**config.mk**
```make
export PLATFORM = sky130hd
export DESIGN_NAME = pcie_wrr_scheduler_flat
export DESIGN_NICKNAME = d
export VERILOG_FILES = /design/src/rtl/pcie_tl_pkg.sv /design/src/rtl/pcie_wrr_scheduler_if.sv /design/src/rtl/pcie_wrr_scheduler_rr_pick4.sv /design/src/rtl/pcie_wrr_scheduler.sv /design/src/flat_wrapper.sv
export SDC_FILE = /design/constraint.sdc
export NUM_CORES = 1
export LEC_CHECK = 0
export ABC_AREA = 0
export CAP_MARGIN = 20
export CELL_PAD_IN_SITES_DETAIL_PLACEMENT = 1
export CELL_PAD_IN_SITES_GLOBAL_PLACEMENT = 2
export CORE_MARGIN = 5
export CORE_UTILIZATION = 25
export DETAILED_ROUTE_END_ITERATION = 16
export GPL_TIMING_DRIVEN = 1
export PLACE_DENSITY_LB_ADDON = 0.1
export SYNTH_ARGS = -nofsm -noshare
export SYNTH_HDL_FRONTEND = slang
export SYNTH_SLANG_ARGS = --single-unit
export TNS_END_PERCENT = 50
```
**constraint.sdc**
```tcl
create_clock -name clk -period 5.5 [get_ports clk]
set_input_delay 1.375 -clock clk [delete_from_list [all_inputs] [get_ports clk]]
set_output_delay 1.375 -clock clk [all_outputs]
set_load 0.01 [all_outputs]
```
**src/rtl/pcie_tl_pkg.sv**
```systemverilog
// Shared transaction-layer definitions: main FSM state encoding, word layout
// and a one-hot helper used by the crossbar scheduling logic.
package pcie_tl_pkg;

    typedef enum logic [3:0] {
        ST_RESET  = 4'b0001,
        ST_INIT   = 4'b0010,
        ST_IDLE   = 4'b0100,
        ST_ACTIVE = 4'b1000
    } tl_state_e;

    localparam int DATA_W      = 10;
    localparam int DEST_LSB    = 8;
    localparam int NUM_CLASSES = 4;

    function automatic logic [3:0] onehot4(input logic [1:0] idx);
        return 4'b0001 << idx;
    endfunction

endpackage

```
**src/rtl/pcie_wrr_scheduler_if.sv**
```systemverilog
// Handshake bundle between the input FIFOs, the scheduler and the output FIFOs.
// The scheduler takes the master side; FIFO models take the slave side.
interface pcie_wrr_scheduler_if #(
    parameter int DATA_W = pcie_tl_pkg::DATA_W
);
    import pcie_tl_pkg::*;

    logic [3:0]        empty_in;
    logic [DATA_W-1:0] head0;
    logic [DATA_W-1:0] head1;
    logic [DATA_W-1:0] head2;
    logic [DATA_W-1:0] head3;
    logic [3:0]        almost_full_out;
    logic [3:0]        pop;
    logic [3:0]        push_out;
    logic [DATA_W-1:0] data_out;

    modport master (
        input  empty_in, head0, head1, head2, head3, almost_full_out,
        output pop, push_out, data_out
    );

    modport slave (
        output empty_in, head0, head1, head2, head3, almost_full_out,
        input  pop, push_out, data_out
    );

endinterface

```
**src/rtl/pcie_wrr_scheduler_rr_pick4.sv**
```systemverilog
// Circular first-one finder over four requests, searching upward from start_i
// and wrapping; reports whether anything was found and at which index.
module rr_pick4 (
    input  logic [3:0] req_i,
    input  logic [1:0] start_i,
    output logic       found_o,
    output logic [1:0] idx_o
);

    logic [1:0] cand;

    // Walk offsets from the far end down so the nearest request wins last.
    always_comb begin
        found_o = 1'b0;
        idx_o   = start_i;
        cand    = start_i;
        for (int k = 3; k >= 0; k--) begin
            cand = start_i + 2'(k);
            if (req_i[cand]) begin
                found_o = 1'b1;
                idx_o   = cand;
            end
        end
    end

endmodule

```
**src/rtl/pcie_wrr_scheduler.sv**
```systemverilog
// Weighted round-robin pop/push scheduler between the four input FIFOs and the
// four output FIFOs of the transaction-layer crossbar.
module pcie_wrr_scheduler #(
    parameter int DATA_W   = pcie_tl_pkg::DATA_W,
    parameter int DEST_LSB = pcie_tl_pkg::DEST_LSB,
    parameter int CNT_W    = 8
) (
    input  logic                 clk,
    input  logic                 reset,
    input  logic [3:0]           state,
    pcie_wrr_scheduler_if.master bus,
    input  logic [1:0]           weight0,
    input  logic [1:0]           weight1,
    input  logic [1:0]           weight2,
    input  logic [1:0]           weight3,
    output logic                 idle,
    output logic [CNT_W-1:0]     words_moved
);
    import pcie_tl_pkg::*;

    logic [3:0][1:0]        wt_q, wt_d;
    logic [1:0]             ptr_q, ptr_d;
    logic [2:0]             cred_q, cred_d;
    logic [3:0]             push_q, push_d;
    logic [DATA_W-1:0]      data_q, data_d;
    logic [CNT_W-1:0]       cnt_q, cnt_d;

    logic [3:0][DATA_W-1:0] head;
    logic [3:0][1:0]        dest;
    logic [3:0]             elig;
    logic                   pick_found;
    logic [1:0]             pick_idx;
    logic                   active;
    logic                   grant;
    logic [1:0]             gnt_idx;
    logic [1:0]             next_ptr;
    logic [2:0]             used;

    assign head[0] = bus.head0;
    assign head[1] = bus.head1;
    assign head[2] = bus.head2;
    assign head[3] = bus.head3;

    // A class is eligible only when it has a word and that word's target can take it.
    always_comb begin
        dest = '0;
        elig = '0;
        for (int i = 0; i < 4; i++) begin
            dest[i] = head[i][DEST_LSB+1:DEST_LSB];
            elig[i] = !bus.empty_in[i] && !bus.almost_full_out[dest[i]];
        end
    end

    rr_pick4 u_pick (
        .req_i   (elig),
        .start_i (ptr_q + 2'd1),
        .found_o (pick_found),
        .idx_o   (pick_idx)
    );

    always_comb begin
        active   = (state == ST_ACTIVE) && !reset;
        gnt_idx  = elig[ptr_q] ? ptr_q : pick_idx;
        used     = elig[ptr_q] ? cred_q : ({1'b0, wt_q[pick_idx]} + 3'd1);
        grant    = active && (elig[ptr_q] || pick_found);
        next_ptr = gnt_idx + 2'd1;

        wt_d   = (state == ST_INIT) ? {weight3, weight2, weight1, weight0} : wt_q;
        ptr_d  = ptr_q;
        cred_d = cred_q;
        push_d = 4'b0000;
        data_d = data_q;
        cnt_d  = cnt_q + ((push_q != 4'b0000) ? CNT_W'(1) : CNT_W'(0));

        // Staying on a class while it has credit; otherwise hand the turn on with a fresh reload.
        if (grant) begin
            if (used == 3'd1) begin
                ptr_d  = next_ptr;
                cred_d = {1'b0, wt_q[next_ptr]} + 3'd1;
            end else begin
                ptr_d  = gnt_idx;
                cred_d = used - 3'd1;
            end
            push_d = onehot4(dest[gnt_idx]);
            data_d = head[gnt_idx];
        end
    end

    always_ff @(posedge clk) begin
        if (reset) begin
            wt_q   <= '0;
            ptr_q  <= 2'd0;
            cred_q <= 3'd1;
            push_q <= 4'b0000;
            data_q <= '0;
            cnt_q  <= '0;
        end else begin
            wt_q   <= wt_d;
            ptr_q  <= ptr_d;
            cred_q <= cred_d;
            push_q <= push_d;
            data_q <= data_d;
            cnt_q  <= cnt_d;
        end
    end

    assign bus.pop      = grant ? onehot4(gnt_idx) : 4'b0000;
    assign bus.push_out = push_q;
    assign bus.data_out = data_q;
    assign words_moved  = cnt_q;
    assign idle         = (state == ST_ACTIVE) && !reset && (&bus.empty_in) && (push_q == 4'b0000);

endmodule

```
**src/flat_wrapper.sv**
```systemverilog
// flat-port wrapper written by rule: the top's interface ports become plain ports
module pcie_wrr_scheduler_flat import pcie_tl_pkg::*;
#(
    parameter int DATA_W   = pcie_tl_pkg::DATA_W,
    parameter int DEST_LSB = pcie_tl_pkg::DEST_LSB,
    parameter int CNT_W    = 8
)
  (clk, reset, state, weight0, weight1, weight2, weight3, idle, words_moved, bus_empty_in, bus_head0, bus_head1, bus_head2, bus_head3, bus_almost_full_out, bus_pop, bus_push_out, bus_data_out);
  pcie_wrr_scheduler_if #(.DATA_W(DATA_W)) bus_i ();
  input  logic clk;
  input  logic reset;
  input  logic [3:0] state;
  input  logic [1:0] weight0;
  input  logic [1:0] weight1;
  input  logic [1:0] weight2;
  input  logic [1:0] weight3;
  output logic idle;
  output logic [CNT_W-1:0] words_moved;
  input wire logic [$bits(bus_i.empty_in)-1:0] bus_empty_in;
  input wire logic [$bits(bus_i.head0)-1:0] bus_head0;
  input wire logic [$bits(bus_i.head1)-1:0] bus_head1;
  input wire logic [$bits(bus_i.head2)-1:0] bus_head2;
  input wire logic [$bits(bus_i.head3)-1:0] bus_head3;
  input wire logic [$bits(bus_i.almost_full_out)-1:0] bus_almost_full_out;
  output wire logic [$bits(bus_i.pop)-1:0] bus_pop;
  output wire logic [$bits(bus_i.push_out)-1:0] bus_push_out;
  output wire logic [$bits(bus_i.data_out)-1:0] bus_data_out;
  assign bus_i.empty_in = bus_empty_in;
  assign bus_i.head0 = bus_head0;
  assign bus_i.head1 = bus_head1;
  assign bus_i.head2 = bus_head2;
  assign bus_i.head3 = bus_head3;
  assign bus_i.almost_full_out = bus_almost_full_out;
  assign bus_pop = bus_i.pop;
  assign bus_push_out = bus_i.push_out;
  assign bus_data_out = bus_i.data_out;
  pcie_wrr_scheduler #(.DATA_W(DATA_W), .DEST_LSB(DEST_LSB), .CNT_W(CNT_W)) u_core (.clk(clk), .reset(reset), .state(state), .bus(bus_i), .weight0(weight0), .weight1(weight1), .weight2(weight2), .weight3(weight3), .idle(idle), .words_moved(words_moved));
endmodule
```
==> key figures <==
Worst setup path
  • CP Data Required Time: 4.12 ns
  • Nature of the critical path endpoint: output pin
  • Cells along the critical path: clkdlybuf4s50_1 > mux4_2 > or2_1 > o211ai_1 > a31oi_1 > nor2_1 > buf_4 > inv_2 > ha_1 > and2_1 > dlygate4sd2_1
  • Crit start category: input pin
  • Buf/Inv on CP: 4
  • Slowest-stage cell, CP: mux4_2
  • Setup CP Type: input pin to output pin
  • CP Data Arrival Time: 4.00 ns
  • CP peak stage delay: 0.52 ns
  • Cell family with most CP delay: buffers and inverters
  • Crit path max fanout: 4

Global routing
  • Tot GR Track Use: 13.89%
  • Layer with the highest usage: met2
  • Largest net degree at the start of global routing: 32
  • M2 GR Usage: 25.34%
  • Initial antenna violation count: 0
  • First-pass GRT wire length: 12,620 microns
  • Vias in the first global route: 2,592
  • GR Util met1: 15.66%
  • Global Route met3 Usage: 4.675%
  • GR Overflow Total: 0

Layout
  • Area of the multi-input gates: 1518 sq um
  • Nets@finish: 443
  • Final core occ: 38.71%
  • Syn-to-layout area delta: 52.09%
  • Seq. cell area: 700.7 sq um
  • Share of cells above drive strength 1: 13.17%
  • # diodes: 0
  • Layout fillers: 1,073

STA
  • Skew final: 0.003793 ns
  • Tmin final: 5.374 ns
  • Final period util: 97.71%
  • Min Hold Slack: 0.4716 ns
  • Setup-failing EPs final: 0
  • Slew headroom: 48.75%
  • Final Max Slew Viols: 0
  • Hold Vio Cnt, Final: 0
  • Worst Max-Slew Pin Slew: 0.7581 ns
  • Max Fclk: 186.1 MHz

Power
  • Internal power: 552.1 uW
  • Power Density: 212.0 nW/um^2
  • Pleak: 0.001358 uW
  • Switching Fraction: 26.51%
  • Share of total power in the clock network: 36.7%
  • Sw Pwr: 199.1 uW
  • Peak VDD IR: 0.1046 mV
  • Final Power: 751.2 uW
  • Logic pwr share: 28.6%
  • Flop pwr share: 34.7%

Clock network
  • Clock-pin slew on the worst setup and hold paths: 0.07 ns
  • # hold bufs at CTS: 0
  • Worst-Skew Late Latency: 0.28 ns
  • Num CTS Buffers: 5
  • Max Buffers Root-to-Sink: 2
  • H-tree levels: 2
  • Clk sink count: 35
  • CTS tree: built
  • Clock Tree Root: clkbuf_8

Floorplan
  • Core Region: 9153 sq um
  • Site Rows: 35
  • Ports: 89
  • Die X: 106.5 microns
  • Starting Density: 25.45%
  • Die area: 11,350 sq um
  • Die height: 106.5 microns

Synthesis
  • Post-synth EDFFs: 0
  • Cell taking the most area after synthesis: dfxtp_1
  • Yosys cell types: 52
  • Yosys warns: 0
  • Mapped Area: 2330 sq um
  • Top-area cell type share of the netlist area: 30.08%
  • Synth Area per Inst: 8.565 sq um
  • Asr flop ratio synth: 0%
  • Sequential fraction of the synthesis area: 30.08%
  • Seq cells post-synth: 35
  • Area contributors post-synth: dfxtp_1 (30%), nand3_1 (8.8%), mux4_2 (5.8%)
  • Syn_nets: 344
  • Synth Flop Type: dfxtp_1
  • Mapped Cells: 272

Routing
  • DR vias/cell: 5.006
  • Drt drc: 0
  • Vias: 2,418
  • Final Routed Wirelength: 7894 microns
  • WL per Instance: 16.34 microns
  • DRT iter0 DRCs: 27
  • Antenna Nets Post-Route: 0
  • First drt pass iteration count: 4

Outcome
  • Status: finished clean

Hold path
  • Hold Crit Class: flop to flop

Run
  • Max-cap violations: 0

Place
  • IO Port Bufs: 88
  • HPWL Detailed: 6371 microns
  • Routability cong.: 0.7810
-- worst paths after layout --
path                            slack [ns]                     end              startpoint  depth (start not counted)
worst max-delay path                  0.13              bus_pop[0]            bus_head2[8]                         11
worst min-delay path                  0.47  u_core.bus.data_out[8]  u_core.bus.data_out[8]                          2
worst max register to register        2.18         u_core.ptr_q[1]         u_core.ptr_q[0]                         12
worst min register to register        0.47  u_core.bus.data_out[8]  u_core.bus.data_out[8]                          2
-- final cells by class --
| class | count | share of cell area, % |
|---|---|---|
| multi-input cells | 215 | 42.83 |
| repair buffers | 109 | 29.20 |
| flip-flops and latches | 35 | 19.77 |
| well taps | 111 | 3.919 |
| clock buffers | 6 | 2.048 |
| clock inverters | 2 | 1.695 |
| inverters | 5 | 0.5297 |
-- power by group through the flow --
stage | combinational (uW) | sequential [uW] | clock (uW)
2_1_floorplan | 119 | 266 | 0
3_3_place_gp | 215 | 266 | 0
3_5_place_dp | 219 | 267 | 0
4_1_cts | 220 | 261 | 282
5_1_grt | 237 | 261 | 297
6_report | 215 | 261 | 275
-- layer usage --
metal | vias to the layer above | wire, microns | share of wire (%)
met5 | - | 0 | 0
met4 | 0 | 116 | 1.5
met3 | 11 | 419 | 5.3
met2 | 43 | 4125 | 52
met1 | 1161 | 3233 | 41
li1 | 1203 | - | -
-- state kept, by name (all words and copies together), names as in the netlist --
register and count:
u_core.bus.push_out 4, u_core.ptr_q 2, u_core.words_moved 8, u_core.bus.data_out 10
u_core.wt_q 8, u_core.cred_q 3
-- Yosys cell counts, drive strengths merged (3+ instances only) --
| cell type | number |
|---|---|
| and3 | 3 |
| or2 | 4 |
| nor2 | 22 |
| dfxtp | 35 |
| a21oi | 13 |
| mux4 | 6 |
| nand3b | 11 |
| nand2 | 23 |
| and2 | 4 |
| inv | 5 |
| xor2 | 5 |
| a31oi | 4 |
| xnor2 | 3 |
| clkbuf | 8 |
| mux2 | 3 |
| o21ai | 13 |
| buf | 8 |
| ha | 10 |
| nand3 | 41 |
| mux2i | 13 |
| and4 | 8 |
| a211oi | 4 |
-- worst reg2reg max path: cells and delay by family, from the launching register on --
kind / cells / cell delay, ns
multiplexers: 3 / 0.81
AO/OA/AOI/OAI: 4 / 0.90
flip-flops: 1 / 0.63
AND/OR/NAND/NOR: 2 / 0.23
buffers and inverters: 1 / 0.14
adder cells (fa/ha/maj): 2 / 0.53
-- timing repair --
action	4_1_cts	5_1_grt
resized for setup	4	2
endpoints found under the setup margin	3	1
pin swaps	2	2
buffers inserted	1	0
endpoints found under the hold margin	0	0
-- cell usage in the layout, fill, tap and decap left out, drive strengths merged, types with 2 or more instances in the layout --
cell / instances
a31oi: 4
o21ai: 13
and3: 3
a211o: 2
or2: 4
mux2i: 13
nand3: 41
bufinv: 2
and2: 4
nor2: 22
and4: 8
clkbuf: 6
dfxtp: 35
mux4: 6
clkdlybuf4s50: 84
nor2b: 2
xnor2: 3
a211oi: 4
ha: 10
a221o: 2
o221ai: 2
buf: 21
nand3b: 11
a31o: 2
nand2: 23
mux2: 3
inv: 5
dlygate4sd2: 3
nor3: 2
a21oi: 13
xor2: 5
-- cell families after synthesis --
kind of cell | Yosys count | share of synthesized area, %
AO/OA/AOI/OAI | 51 | 15.20
XOR/XNOR | 8 | 3.008
adder cells (fa/ha/maj) | 10 | 5.371
buffers and inverters | 22 | 4.995
flip-flops | 35 | 30.08
multiplexers | 22 | 13.37
AND/OR/NAND/NOR | 124 | 27.98
-- stage by stage --
stage / setup TNS (ns) / std cells / worst slack [ns] / cell area [sq um]
after floorplan: 0 / 272 / 0.7912 / 2330
after global routing: -0.001728 / 483 / -0.001728 / 3543
after detailed placement: -0.1602 / 474 / -0.06990 / 3400
after global placement: -0.01486 / 473 / -0.008511 / 3395
after CTS: 0 / 483 / 0.03479 / 3536
final: 0 / 483 / 0.1261 / 3543
Power figures use the tool's default switching activity.
